### src/rtl/par2serial_phy.sv
// par2serial_phy: byte-to-bit serializer for the PHY transmit path.
// Shifts one symbol out MSB first every 8 bit-clocks, substituting the COM
// idle symbol whenever no byte is offered and during the post-reset link-init
// window. active_out marks bits that belong to a data symbol, which is the
// only way to tell a data byte equal to IDLE_SYM from a genuine idle.
module par2serial_phy #(
    parameter logic [7:0]  IDLE_SYM     = 8'hBC,
    parameter int unsigned NUM_COM_INIT = 4
) (
    input  logic       clk,
    input  logic       reset,
    input  logic [7:0] in,
    input  logic       valid_in,
    output logic       ready_out,
    output logic       out,
    output logic       active_out
);

    typedef enum logic {
        ST_INIT = 1'b0,
        ST_RUN  = 1'b1
    } state_t;

    // Value of init_cnt at the boundary that ends the init window.
    localparam logic [3:0] INIT_LAST = 4'(NUM_COM_INIT - 1);

    state_t     state_q, state_d;
    logic [7:0] sym_q, sym_d;
    logic [2:0] cnt_q, cnt_d;
    logic       sym_is_data_q, sym_is_data_d;
    logic [3:0] init_cnt_q, init_cnt_d;
    logic       out_q, out_d;
    logic       active_q, active_d;

    logic       boundary_s;
    logic       ready_s;

    // The last bit of the current symbol is shifted on this edge.
    assign boundary_s = (cnt_q == 3'd7);
    // A byte is only taken on the final bit of a symbol once the link is up,
    // so the next symbol follows the current one with no gap.
    assign ready_s    = (state_q == ST_RUN) && boundary_s;

    assign ready_out  = ready_s;
    assign out        = out_q;
    assign active_out = active_q;

    // Next-state logic: bit shifting, symbol reload at boundaries, init FSM.
    always_comb begin
        state_d       = state_q;
        sym_d         = sym_q;
        sym_is_data_d = sym_is_data_q;
        init_cnt_d    = init_cnt_q;
        out_d         = sym_q[3'd7 - cnt_q];
        active_d      = sym_is_data_q;
        cnt_d         = cnt_q + 3'd1;

        if (boundary_s) begin
            // in is only looked at when it is both offered and accepted,
            // so an undriven bus with valid_in=0 can never leak into sym.
            if (valid_in && ready_s) begin
                sym_d         = in;
                sym_is_data_d = 1'b1;
            end else begin
                sym_d         = IDLE_SYM;
                sym_is_data_d = 1'b0;
            end

            case (state_q)
                ST_INIT: begin
                    if (init_cnt_q == INIT_LAST) begin
                        state_d    = ST_RUN;
                        init_cnt_d = 4'd0;
                    end else begin
                        state_d    = ST_INIT;
                        init_cnt_d = init_cnt_q + 4'd1;
                    end
                end
                ST_RUN: begin
                    state_d    = ST_RUN;
                    init_cnt_d = 4'd0;
                end
                default: begin
                    state_d    = ST_INIT;
                    init_cnt_d = 4'd0;
                end
            endcase
        end else begin
            state_d    = state_q;
            init_cnt_d = init_cnt_q;
        end
    end

    // State and output registers; reset drops any partial symbol at once.
    always_ff @(posedge clk or negedge reset) begin
        if (!reset) begin
            state_q       <= ST_INIT;
            sym_q         <= IDLE_SYM;
            cnt_q         <= 3'd0;
            sym_is_data_q <= 1'b0;
            init_cnt_q    <= 4'd0;
            out_q         <= 1'b0;
            active_q      <= 1'b0;
        end else begin
            state_q       <= state_d;
            sym_q         <= sym_d;
            cnt_q         <= cnt_d;
            sym_is_data_q <= sym_is_data_d;
            init_cnt_q    <= init_cnt_d;
            out_q         <= out_d;
            active_q      <= active_d;
        end
    end

endmodule
### config.mk
export PLATFORM = sky130hd
export DESIGN_NAME = par2serial_phy
export DESIGN_NICKNAME = d
export VERILOG_FILES = /design/src/rtl/par2serial_phy.sv
export SDC_FILE = /design/constraint.sdc
export NUM_CORES = 1
export LEC_CHECK = 0
export ABC_AREA = 1
export CAP_MARGIN = 5
export CORE_MARGIN = 8
export CORE_UTILIZATION = 50
export CTS_CLUSTER_SIZE = 40
export DETAILED_ROUTE_END_ITERATION = 10
export PLACE_DENSITY = 0.76
export SLEW_MARGIN = 20
export SYNTH_ARGS = -nofsm -noshare
export SYNTH_HDL_FRONTEND = slang
export SYNTH_SLANG_ARGS = --single-unit
### constraint.sdc
create_clock -name clk -period 1.4 [get_ports clk]
set_input_delay 0.28 -clock clk [delete_from_list [all_inputs] [get_ports clk]]
set_output_delay 0.28 -clock clk [all_outputs]
set_load 0.005 [all_outputs]
# After elaboration in Yosys (flattened, before gate mapping)
# Index checks and enable logic that the tools add are counted.
# Widths: inputs -> output; s select.
word_totals:
  reg_bits: 19
  latchBits: 0
  ramBits: 0
  rom_bits: 0
  out_inout_bits: 3
  memories: 0
classes:
  n_addsub: 3
  mul: 0
  div_mod_pow: 0
  magnitude_cmp: 1
  n_eq_ne: 2
  n_shift: 0
  mux: 8
  n_bitwise: 1
  reduce_logical: 2
ops:
  columns: ["operator", "count"]
  rows:
  - ["$mux 8", 1]
  - ["$pmux 4 s2", 1]
  - ["$add 4x1->4 const B", 1]
  - ["$eq 4x2->1 const B", 1]
  - ["$lt 3x4->1 const B", 1]
  - ["$mux 4", 1]
  - ["$add 3x1->3 const B", 1]
  - ["$bmux 1 s3", 1]
  - ["$eq 3x3->1 const B", 1]
  - ["$mux 1", 3]
  - ["$sub 3x3->3 const A", 1]
  - ["$logic_and 1x1->1", 2]
  - ["$pmux 1 s2", 1]
  - ["$not 1->1", 1]

# Depth between registers and ports, before layout
logic_depth:
  depth_word: 4
  mapped_depth: 7
  ltp_nobuf: 7

# Worst setup path before layout
# OpenSTA, ideal clock, no wires.
synth_path:
  kind: "register to register"
  startpoint: "register cnt_q[0]"
  endpoint: "register init_cnt_q[1]"
  t_arrival_ps: 1158
  setup_slack_ps: 121
  path_stages_with_launch: 6
  path_buffers: 1
  period_less_slack_ps: 1279
  path_cell_list: "dfrtp_1 > ha_1 > ha_1 > inv_2 > buf_6 > a22o_1"
synth_between:
  elab_chain_len: 1
synth_rtl:
  columns: ["item", "line", "source"]
  rows:
  - ["start: declaration", "29", "logic [2:0] cnt_q, cnt_d;"]
  - ["start signal: assignment", "107", "cnt_q <= cnt_d;"]
  - ["$eq 3x3->1", "39", "assign boundary_s = (cnt_q == 3'd7);"]
  - ["end signal: assignment", "109", "init_cnt_q <= init_cnt_d;"]
  - ["end: declaration", "31", "logic [3:0] init_cnt_q, init_cnt_d;"]
# No other way between the ends.
# A chain may end at the register's enable or synchronous reset.

# Final worst setup path
layout_path:
  startpoint: "register cnt_q[0]"
  endpoint: "output ready_out"
layout_between:
  elab_chain_len: 2
layout_rtl:
  columns: ["item", "line", "source"]
  rows:
  - ["$eq 3x3->1", "39", null]
  - ["$logic_and 1x1->1", "42", "assign ready_s = (state_q == ST_RUN) && boundary_s;"]
  - ["end: declaration", "14", "output logic ready_out,"]
# No other way between the ends.

==> summary by stage <==
Worst setup path
The largest driver fanout on the critical path is 2. The type of the worst setup path is flip-flop to output pin. STA classifies the critical path endpoint as an output pin.

In this run the critical register-to-register path is launched from cnt_q[0]. The required time at the worst-slack endpoint is around 1100 ps. The kind of launch point of the worst setup path is a flip-flop.

The endpoint identified for the worst register-to-register timing path is sym_q[4]. Data arrives at the worst endpoint at roughly 1200 ps. Measured in cells, the most critical reg-to-reg path has a length of 8. For flop-to-flop paths, the worst setup slack is roughly 80 ps.

Route
After the first detailed-routing iteration, the DRC count stood at 7. After detailed routing, the number of vias per cell comes to about 5.1. The total routed wirelength is 1.59 mm. For this block, the via count after detailed routing is 687. After detailed routing, the average wire length per cell comes to approximately 12 um. For this run, design rule violations remaining after detail routing come to 0. The number of search-and-repair iterations in the first detailed-routing pass is 4. The remaining number of nets flagged by the antenna check after routing is 0.

CTS
Buffers inserted during clock tree synthesis total 3. The tree is rooted in a clkbuf_4. Clock tree synthesis found a total of 19 sinks. The count of hold-fix buffers inserted at cts is 0. The clock tree from TritonCTS is built.

In this run the number of H-tree levels came out at 1. The clock-pin slew reported for the worst setup and hold paths after clock tree synthesis is roughly 110 ps. The clock latency on the worst-skew pair is 290 ps. Counting along the longest clock path gives a buffer depth of 2.

Timing
The worst-case setup margin in the final layout is -125 ps. The count of final setup violators is 1. Hold is met by roughly 300 ps. The count of endpoints failing hold in the final timing report is 0. The transition time of the tightest slew-check pin is 231 ps. The worst path uses 109% of the clock period. Based on the critical path, the design can be clocked at up to ~660 MHz. Setup repair after global routing could not meet its margin everywhere. Across the routed clock network, the largest skew measured is 7.03 ps.

The final number of max-transition violations was 0. The final critical delay including setup and external delays is about 1500 ps. Measured against its own limit, the worst slew margin works out to between 80% and 90%.

Global route
After global routing the overflow that remains totals 0. The number of antenna violations at the first check in global routing came to 0. Global routing used 10.3% of the available tracks across all layers. The number of global-route vias before repair came to between 600 and 700. The largest net degree at the start of global routing is 20. The wire length of the first global-routing pass is around 2.7 mm.

Power
Net switching is a little over a fifth of the power. Internal power comes to 714 uW. Of the total power, registers draw between 60% and 70%. The net switching power is ~200 uW. The proportion of power drawn by combinational gates is under 10%.

The maximum resistive drop on vdd is roughly 0.00068 V. In this run the power density over the cells is around 840 nW/um^2. In this run, the clock network consumes ~30% of the power. The leakage power figure is about 0.55 nW.

Yosys
The biggest area contributor in the post-synthesis netlist is dfrtp_1. Counting flops and latches in the post-synthesis netlist gives 19. The async set-reset flop share out of synthesis is 100%. The synthesized netlist cell count is 93. The number of nets produced by synthesis is roughly 110. The Yosys step of the flow raised 0 warnings.

nand2_1 is the most common cell in the netlist. In this run the mean area of a mapped cell was 9.04 um^2. Sorting the synthesized cells by area gives the leading types as dfrtp_1 42%, dfstp_2 16%, nand2_1 11%.

The netlist uses 17 different library cells. The share of the Yosys chip area taken by registers is about 57%. The top cell type by area accounts for about two fifths of the synthesized area. The commonest cells after synthesis are 24 x nand2_1, 14 x dfrtp_1, 13 x inv_1. Summing every instance area after synthesis gives between 800 and 900 um^2. The dominant register cell in the synthesized netlist is dfrtp_1. The number of flops mapped to enable cells by yosys is 0.

Final layout
The number of antenna repair diodes is 0. The proportion of layout cells with a drive suffix above 1 is around 22%. The final cell utilization of the core is between 60 and 70%. Relative to the synthesized area, the layout overhead comes to 29.6%. After routing the design area is 1090 um^2. The finished layout holds between 100 and 150 standard cells, fillers aside. At the end of the flow, the number of nets in the layout was approximately 130.

Floorplan
The number of rows created at floorplan is 15. The chip width is around 57 um. The effective utilization at floorplan is 50.9%. The core area is approximately 1700 um^2.

The die height is 57.0 um. For this design the top-level I/O count stands at 14. The total die area is ~3200 um^2.

Placed design
The area of placed instances is around 1000 um^2. In this run the tool buffered the top-level ports with 13 buffer cells. The congestion estimate from routability-driven global placement came to approximately 0.77. The placed instance count is 130.

Timing analysis after detailed placement gives a worst setup slack of -176 ps. The total half-perimeter wirelength after legalization and detailed placement is 1.23 mm.

Min path
In this run the worst hold path is classified as primary input to async pin.

Job
The tool flagged a number of max-cap violations equal to 0.

Run status
The checks that failed: setup timing. The flow ran to the end, but the final reports show violations.
critical path: stages, from the launching register on:
cell and delay, ps:
dfrtp_1 400, ha_2 200, ha_4 160, nand2_2 50, inv_2 40, buf_6 100
placed cells by master (no fill, tap or decap), types with 2 or more instances in the layout:
cell type | netlist | layout
buf_4 | 0 | 8
nor2_1 | 6 | 5
dfrtp_1 | 14 | 14
inv_1 | 13 | 13
clkbuf_4 | 0 | 3
nand2_1 | 24 | 23
o21ai_0 | 4 | 4
clkdlybuf4s50_1 | 0 | 10
nand3_1 | 8 | 8
nor2_2 | 1 | 2
o21ai_1 | 2 | 2
a21oi_1 | 6 | 6
dlygate4sd2_1 | 0 | 2
dfstp_2 | 5 | 5
metal layers:
layer  track usage (%)  vias to the layer above  routed length [um]
li1                  -                      343                   -
met3              3.10                        4                  87
met2              18.1                       14                 846
met5                 0                        -                   0
met1              10.1                      326                 626
met4              6.71                        0                  25
worst max-delay path by stage:
stage	endpoint	from	cells after the start
2_1_floorplan	init_cnt_q[1]	cnt_q[0]	5
3_3_place_gp	ready_out	cnt_q[0]	5
3_5_place_dp	ready_out	cnt_q[0]	5
4_1_cts	ready_out	cnt_q[1]	5
5_1_grt	ready_out	cnt_q[0]	5
6_report	ready_out	cnt_q[0]	5
area by class of cell:
| cell class | count | area, um^2 |
|---|---|---|
| well taps | 17 | 21.3 |
| inverters | 15 | 58.8 |
| clock buffers | 3 | 22.5 |
| repair buffers | 21 | 189 |
| clock inverters | 1 | 5.00 |
| fillers | 145 | 562 |
| flip-flops and latches | 19 | 482 |
| multi-input cells | 58 | 312 |
logic make-up after synthesis:
kind of cell             count (synthesis)  share of synthesized area [%]
AND/OR/NAND/NOR                         41                           21.0
AO/OA/AOI/OAI                           13                           8.18
XOR/XNOR                                 1                           1.04
buffers and inverters                   16                           8.04
adder cells (fa/ha/maj)                  3                           4.46
flip-flops                              19                           57.3
metrics by stage:
stage / TNS (ps) / power, mW
3_3_place_gp: -160 / 0.654
6_report: -125 / 0.912
3_5_place_dp: -176 / 0.656
2_1_floorplan: 0 / 0.603
5_1_grt: -173 / 0.951
4_1_cts: -126 / 0.925
sequential cells by signal, indices dropped and copies added (netlist names):
name / count
active_d: 1
state_q: 1
active_out: 1
sym_q: 8
init_cnt_q: 4
out: 1
cnt_q: 3
what timing repair did:
action                                  4_1_cts  5_1_grt
setup buffers                                 0        0
pin swaps                                     2        2
endpoints found under the setup margin        3        5
gates resized for setup                      11        2
power groups by stage:
stage               Sequential, mW  Clock, mW  Combinational (mW)
finish                       0.575      0.269              0.0685
floorplan                    0.584          0              0.0184
detailed placement           0.585          0              0.0711
global placement             0.584          0              0.0696
CTS                          0.575      0.280              0.0694
global route                 0.576      0.297              0.0768
Power figures use the tool's default switching activity.
